[src/rtl/program_sequencer_stack_if.sv]
// program_sequencer_stack_if: decoder/ALU/program-memory side bus of the program sequencer
//   inputs to sequencer : jmp, jmp_nz, dont_jmp, call, ret, ir_nibble, pm_ready
//   outputs of sequencer: pm_addr, pc, stack_level, stack_ovf, stack_unf
//   SEQ_BRANCH_COUNT_EN adds output branch_count
interface program_sequencer_stack_if #(
  parameter int PC_WIDTH = 8,
  parameter int SP_WIDTH = 2
);
  logic                jmp, jmp_nz, dont_jmp, call, ret, pm_ready;
  logic [3:0]          ir_nibble;
  logic [PC_WIDTH-1:0] pm_addr, pc;
  logic [SP_WIDTH:0]   stack_level;
  logic                stack_ovf, stack_unf;
`ifdef SEQ_BRANCH_COUNT_EN
  logic [15:0]         branch_count;
`endif
  modport master (
    output jmp, jmp_nz, dont_jmp, call, ret, ir_nibble, pm_ready,
    input  pm_addr, pc, stack_level, stack_ovf, stack_unf
`ifdef SEQ_BRANCH_COUNT_EN
    , input branch_count
`endif
  );
  modport slave (
    input  jmp, jmp_nz, dont_jmp, call, ret, ir_nibble, pm_ready,
    output pm_addr, pc, stack_level, stack_ovf, stack_unf
`ifdef SEQ_BRANCH_COUNT_EN
    , output branch_count
`endif
  );
endinterface

[src/rtl/program_sequencer_stack.sv]
// program_sequencer_stack: pc/next-address generator with circular return-address stack
//   clk, sync_reset (sync, active-high) plain ports; bus (slave) carries strobes, pm_ready,
//   pm_addr (combinational), pc, stack_level, sticky stack_ovf/stack_unf.
//   SEQ_BRANCH_COUNT_EN adds a saturating 16-bit branch_count.
module program_sequencer_stack #(
  parameter int PC_WIDTH    = 8,
  parameter int STACK_DEPTH = 4,
  parameter int SP_WIDTH    = 2
) (
  input logic clk,
  input logic sync_reset,
  program_sequencer_stack_if.slave bus
);
  logic [PC_WIDTH-1:0] pc_q, pc1, tgt, addr;
  logic [PC_WIDTH-1:0] stk_q [STACK_DEPTH];
  logic [SP_WIDTH:0]   lvl_q, lvl_d;
  logic [SP_WIDTH-1:0] base_q, base_d, wr_idx, rd_idx;
  logic ovf_q, ovf_d, unf_q, unf_d, jump, live, push, pop, full;
  // base_q marks the oldest entry; a push when full overwrites it and advances base,
  // so wr_idx = base+level covers both the normal and the circular case.
  always_comb begin
    pc1    = pc_q + PC_WIDTH'(1);
    tgt    = {bus.ir_nibble, {(PC_WIDTH-4){1'b0}}};
    jump   = bus.jmp | (bus.jmp_nz & ~bus.dont_jmp);
    full   = lvl_q == (SP_WIDTH+1)'(STACK_DEPTH);
    wr_idx = base_q + lvl_q[SP_WIDTH-1:0];
    rd_idx = wr_idx - SP_WIDTH'(1);
    live   = bus.pm_ready & ~jump;
    push   = live & bus.call;
    pop    = live & ~bus.call & bus.ret & (lvl_q != '0);
    addr   = sync_reset ? '0 : ~bus.pm_ready ? pc_q : (jump | bus.call) ? tgt : pop ? stk_q[rd_idx] : pc1;
    lvl_d  = (push & ~full) ? lvl_q + (SP_WIDTH+1)'(1) : pop ? lvl_q - (SP_WIDTH+1)'(1) : lvl_q;
    base_d = (push & full) ? base_q + SP_WIDTH'(1) : base_q;
    ovf_d  = ovf_q | (push & full);
    unf_d  = unf_q | (live & ~bus.call & bus.ret & (lvl_q == '0));
  end
  always_ff @(posedge clk) begin
    if (sync_reset) begin
      pc_q   <= '0;
      lvl_q  <= '0;
      base_q <= '0;
      ovf_q  <= 1'b0;
      unf_q  <= 1'b0;
    end else begin
      pc_q   <= addr;
      lvl_q  <= lvl_d;
      base_q <= base_d;
      ovf_q  <= ovf_d;
      unf_q  <= unf_d;
    end
  end
  always_ff @(posedge clk)
    if (push & ~sync_reset) stk_q[wr_idx] <= pc1;
`ifdef SEQ_BRANCH_COUNT_EN
  logic [15:0] cnt_q, cnt_d;
  always_comb cnt_d = (bus.pm_ready & (jump | bus.call | pop) & ~&cnt_q) ? cnt_q + 16'd1 : cnt_q;
  always_ff @(posedge clk) cnt_q <= sync_reset ? '0 : cnt_d;
  assign bus.branch_count = cnt_q;
`endif
  assign bus.pm_addr     = addr;
  assign bus.pc          = pc_q;
  assign bus.stack_level = lvl_q;
  assign bus.stack_ovf   = ovf_q;
  assign bus.stack_unf   = unf_q;
endmodule

[src/flat_wrapper.sv]
// flat-port wrapper written by rule: the top's interface ports become plain ports
module program_sequencer_stack_flat 
#(
  parameter int PC_WIDTH    = 8,
  parameter int STACK_DEPTH = 4,
  parameter int SP_WIDTH    = 2
)
  (clk, sync_reset, bus_jmp, bus_jmp_nz, bus_dont_jmp, bus_call, bus_ret, bus_ir_nibble, bus_pm_ready, bus_pm_addr, bus_pc, bus_stack_level, bus_stack_ovf, bus_stack_unf);
  program_sequencer_stack_if #(.PC_WIDTH(PC_WIDTH), .SP_WIDTH(SP_WIDTH)) bus_i ();
  input logic clk;
  input logic sync_reset;
  input wire logic [$bits(bus_i.jmp)-1:0] bus_jmp;
  input wire logic [$bits(bus_i.jmp_nz)-1:0] bus_jmp_nz;
  input wire logic [$bits(bus_i.dont_jmp)-1:0] bus_dont_jmp;
  input wire logic [$bits(bus_i.call)-1:0] bus_call;
  input wire logic [$bits(bus_i.ret)-1:0] bus_ret;
  input wire logic [$bits(bus_i.ir_nibble)-1:0] bus_ir_nibble;
  input wire logic [$bits(bus_i.pm_ready)-1:0] bus_pm_ready;
  output wire logic [$bits(bus_i.pm_addr)-1:0] bus_pm_addr;
  output wire logic [$bits(bus_i.pc)-1:0] bus_pc;
  output wire logic [$bits(bus_i.stack_level)-1:0] bus_stack_level;
  output wire logic [$bits(bus_i.stack_ovf)-1:0] bus_stack_ovf;
  output wire logic [$bits(bus_i.stack_unf)-1:0] bus_stack_unf;
  assign bus_i.jmp = bus_jmp;
  assign bus_i.jmp_nz = bus_jmp_nz;
  assign bus_i.dont_jmp = bus_dont_jmp;
  assign bus_i.call = bus_call;
  assign bus_i.ret = bus_ret;
  assign bus_i.ir_nibble = bus_ir_nibble;
  assign bus_i.pm_ready = bus_pm_ready;
  assign bus_pm_addr = bus_i.pm_addr;
  assign bus_pc = bus_i.pc;
  assign bus_stack_level = bus_i.stack_level;
  assign bus_stack_ovf = bus_i.stack_ovf;
  assign bus_stack_unf = bus_i.stack_unf;
  program_sequencer_stack #(.PC_WIDTH(PC_WIDTH), .STACK_DEPTH(STACK_DEPTH), .SP_WIDTH(SP_WIDTH)) u_core (.clk(clk), .sync_reset(sync_reset), .bus(bus_i));
endmodule
[config.mk]
export PLATFORM = sky130hd
export DESIGN_NAME = program_sequencer_stack_flat
export DESIGN_NICKNAME = d
export VERILOG_FILES = /design/src/rtl/program_sequencer_stack_if.sv /design/src/rtl/program_sequencer_stack.sv /design/src/flat_wrapper.sv
export SDC_FILE = /design/constraint.sdc
export NUM_CORES = 1
export LEC_CHECK = 0
export CAP_MARGIN = 15
export CORE_UTILIZATION = 50
export CTS_BUF_LIST = sky130_fd_sc_hd__clkbuf_8
export CTS_CLUSTER_DIAMETER = 150
export DETAILED_ROUTE_END_ITERATION = 10
export PLACE_DENSITY = 0.77
export SETUP_SLACK_MARGIN = 0.02
export SLEW_MARGIN = 20
export SYNTH_ARGS = -nofsm -noshare
export SYNTH_HDL_FRONTEND = slang
export SYNTH_SLANG_ARGS = --single-unit
[constraint.sdc]
create_clock -name clk -period 2.8 [get_ports clk]
set_input_delay 0.7 -clock clk [delete_from_list [all_inputs] [get_ports clk]]
set_output_delay 0.7 -clock clk [all_outputs]
set_load 0.02 [all_outputs]
==> run_results.csv <==
group,metric,value,unit
cts,cts_root_buf,"sky130_fd_sc_hd__clkbuf_8",
floorplan,design.die.area,4756,um^2
setup_path,worst_r2r_endpoint,"u_core.bus.pc[7]",
grt,track_usage,0.2579,
hold_path,hp-start,"u_core.bus.stack_unf",
layout,antenna-diode-count,0,
power_and_ir_drop,p_total,1.400,mW
setup_path,timing.critical_path.arrival,2.37,ns
sta,fin_crit_sh,1.095,
floorplan,coreArea,4144,um^2
setup_path,reg2reg_depth,18,
layout,layout-drive-gt1-share,0.4226,
yosys,synth_fp_nets,194,
setup_path,crit-reg2reg-launch,"u_core.bus.stack_level[0]",
yosys,netlist-cell-type-count,40,
status,outcome,"complete, but fails checks",
hold_path,worst_hold_path_type,"reg2reg",
setup_path,setup.worst_path.class,"reg2out",
floorplan,die_width,68.97,um
hold_path,worst_hold_path.num_cells,2,
yosys,synth-edff-count,32,
grt,first_global_vias,1785,
cts,tritoncts,"yes",
yosys,synthFlopType,"sky130_fd_sc_hd__edfxtp_1",
layout,post-route-util,0.7820,
sta,fin_skew,0.005702,ns
hold_path,hold_path_end,"u_core.bus.stack_unf",
place,dp_slack,-0.5932,ns
yosys,post_synth.cell_area_avg,12.81,um^2
place,detailed_place.area,2947,um^2
yosys,async_flop_share,0,
run,max_cap_violations,0,
place,place_hpwl,3.810,mm
setup_path,critical_path_required,2.10,ns
drt,detailedRoute.firstIterationViolations,168,
cts,cts_buffer_depth,2,
setup_path,critical_path.startpoint_type,"flip-flop",
grt,globalRouteOverflowTotal,0,
setup_path,reg2reg_slack,-0.23,ns
sta,timing_hold_violations_final,0,
sta,rsz_0062_raised_after_global_routing,"true",
yosys,synth_warnings,0,
grt,grt_pass1_wl,8.397,mm
layout,layout.cell_area.non_filler,3241,um^2
status,failed_checks,"negative setup slack",
drt,route.final.wire_length,5.909,mm
drt,vias_per_cell,5.927,
floorplan,io_pins,33,
yosys,ys_ff_latch,47,
drt,drcViolationCount,0,
power_and_ir_drop,power.density,432.0,nW/um^2
cts,cts_num_sinks,47,
sta,worst_slew_margin_rel,0.7420,
yosys,post_synthesis_sequential_area_ratio,0.5625,
sta,drv_slew,0,
cts,clock_latency,0.30,ns
drt,dr.pass1.iters,4,
layout,num-nets-final,283,
yosys,ys_top_cells_by_area,"sky130_fd_sc_hd__edfxtp_1 (43%), sky130_fd_sc_hd__dfxtp_1 (13%), sky130_fd_sc_hd__mux4_2 (8.0%)",
sta,final.min_clock_period,3.065,ns
yosys,synth_largest_type_area_fraction,0.4286,
grt,antenna_violations_before_repair,0,
layout,area_growth_from_synthesis_to_layout,44.53,%
yosys,syn-cell-area,2242,um^2
cts,number_of_buffers_added_by_the_clock_tree_synthesis_step,5,
sta,peak_clock_frequency_supported_by_timing,326.2,MHz
sta,worst_pin_slew,0.3857,ns
drt,ant_nets,0,
power_and_ir_drop,leakage_power,1.195,nW
floorplan,placementRows,23,
place,globalplace.congestion,0.8036,
yosys,postSynthCellCount,175,
power_and_ir_drop,worst_ir_drop_vdd,0.0003956,V
floorplan,floorplan.initialDensity,0.5411,
sta,setup_viol_count_final,9,
place,place.port_buffers,32,
floorplan,die_height,68.97,um
drt,avgRoutedWirePerCell,18.76,um
yosys,synth_top_area_cell,"sky130_fd_sc_hd__edfxtp_1",
sta,postLayoutSetupSlackWorst,-0.2652,ns
drt,num_vias,1867,
cts,cts.reportedPaths.clkPinSlew,0.09,ns
cts,htreeDepth,2,
setup_path,critical_path_peak_fanout,6,
setup_path,setup.worst_path.end_class,"primary output",
grt,pin_count_of_the_biggest_net_entering_global_routing,18,
==> cell families after synthesis <==
group,Yosys count,synth area share
buffers and inverters,17,0.03962
adder cells (fa/ha/maj),7,0.04241
multiplexers,14,0.1077
AO/OA/AOI/OAI,36,0.1083
flip-flops,47,0.5625
XOR/XNOR,6,0.02344
AND/OR/NAND/NOR,48,0.1161
==> cell type report <==
class,instances,area [um^2]
clock buffers,5,68.82
clock inverters,3,25.02
fillers,227,903.4
inverters,9,33.78
multi-input cells,112,1051
flip-flops and latches,47,1266
well taps,50,62.56
repair buffers,89,733.2
==> flip-flops by register name, indices dropped and copies added (netlist names) <==
name and cells:
u_core.bus.stack_unf 1, u_core.bus.stack_ovf 1, u_core.bus.pc 8, u_core.bus.stack_level 3
u_core.stk_q 32, u_core.base_q 2
==> cells in the final DEF, fill, tap and decap left out, types with 5 or more instances in the layout <==
master                            netlist  routed
sky130_fd_sc_hd__a31oi_2                0       5
sky130_fd_sc_hd__inv_1                  9       8
sky130_fd_sc_hd__o21ai_0               11       8
sky130_fd_sc_hd__mux4_2                 8       8
sky130_fd_sc_hd__nand2_1               11       7
sky130_fd_sc_hd__edfxtp_1              32      32
sky130_fd_sc_hd__nand3_1                7       7
sky130_fd_sc_hd__clkbuf_8               0       5
sky130_fd_sc_hd__clkdlybuf4s50_1        0      24
sky130_fd_sc_hd__buf_4                  1      62
sky130_fd_sc_hd__dfxtp_1               15      13
sky130_fd_sc_hd__nor2_1                 6       5
==> worst max-delay path by stage <==
stage                           to  slack (ns)                       from
finish              bus_pm_addr[4]       -0.27  u_core.bus.stack_level[0]
global placement    bus_pm_addr[2]       -0.54                    bus_jmp
global route        bus_pm_addr[6]       -0.37  u_core.bus.stack_level[0]
floorplan           bus_pm_addr[2]        0.02  u_core.bus.stack_level[0]
CTS                 bus_pm_addr[1]       -0.30  u_core.bus.stack_level[0]
detailed placement  bus_pm_addr[2]       -0.59                    bus_jmp
==> worst max-delay path, stage by stage (launching register included) <==
cell                      delay, ns
sky130_fd_sc_hd__dfxtp_4       0.36
sky130_fd_sc_hd__ha_4          0.17
sky130_fd_sc_hd__xnor2_4       0.13
sky130_fd_sc_hd__xnor2_2       0.21
sky130_fd_sc_hd__inv_2         0.08
sky130_fd_sc_hd__ha_4          0.31
sky130_fd_sc_hd__buf_4         0.11
sky130_fd_sc_hd__mux4_2        0.32
sky130_fd_sc_hd__nand2_2       0.11
sky130_fd_sc_hd__a31oi_2       0.09
sky130_fd_sc_hd__buf_4         0.16
==> timing repair <==
item                       in CTS  in global routing
gates cloned                    0                  1
gates resized for setup        52                  6
pin swaps                      13                  7
hold buffers                    0                  0
setup buffers                  13                  5
setup endpoints to repair       8                  9
==> per-layer routing <==
layer / global-route usage / vias up / part of all wire
met5: 0 / - / 0
met4: 0.1250 / 0 / 0.024
met3: 0.05263 / 15 / 0.060
met2: 0.4454 / 78 / 0.53
met1: 0.3044 / 921 / 0.39
li1: - / 853 / -
==> cells in the mapped netlist, types with 5 or more instances <==
| cell type | instances |
|---|---|
| sky130_fd_sc_hd__nor2_1 | 6 |
| sky130_fd_sc_hd__mux2i_1 | 5 |
| sky130_fd_sc_hd__ha_1 | 6 |
| sky130_fd_sc_hd__nand3_1 | 7 |
| sky130_fd_sc_hd__dfxtp_1 | 15 |
| sky130_fd_sc_hd__mux4_2 | 8 |
| sky130_fd_sc_hd__nand2_1 | 11 |
| sky130_fd_sc_hd__inv_1 | 9 |
| sky130_fd_sc_hd__a31oi_1 | 8 |
| sky130_fd_sc_hd__edfxtp_1 | 32 |
| sky130_fd_sc_hd__o21ai_0 | 11 |
| sky130_fd_sc_hd__xnor2_1 | 5 |
==> stage by stage <==
step | cells | TNS (ns) | hold WS, ns
floorplan | 175 | 0 | 0.4709
global placement | 289 | -4.101 | 0.4335
detailed placement | 289 | -4.446 | 0.4390
CTS | 309 | -1.584 | 0.4518
global route | 315 | -2.883 | 0.5029
finish | 315 | -2.111 | 0.4498
==> report_power, final <==
part,switching [mW],leakage (nW),internal (mW)
clock,0.241,0.0452,0.182
combinational,0.106,0.727,0.112
sequential,0.00895,0.422,0.749
Power figures use the tool's default switching activity.
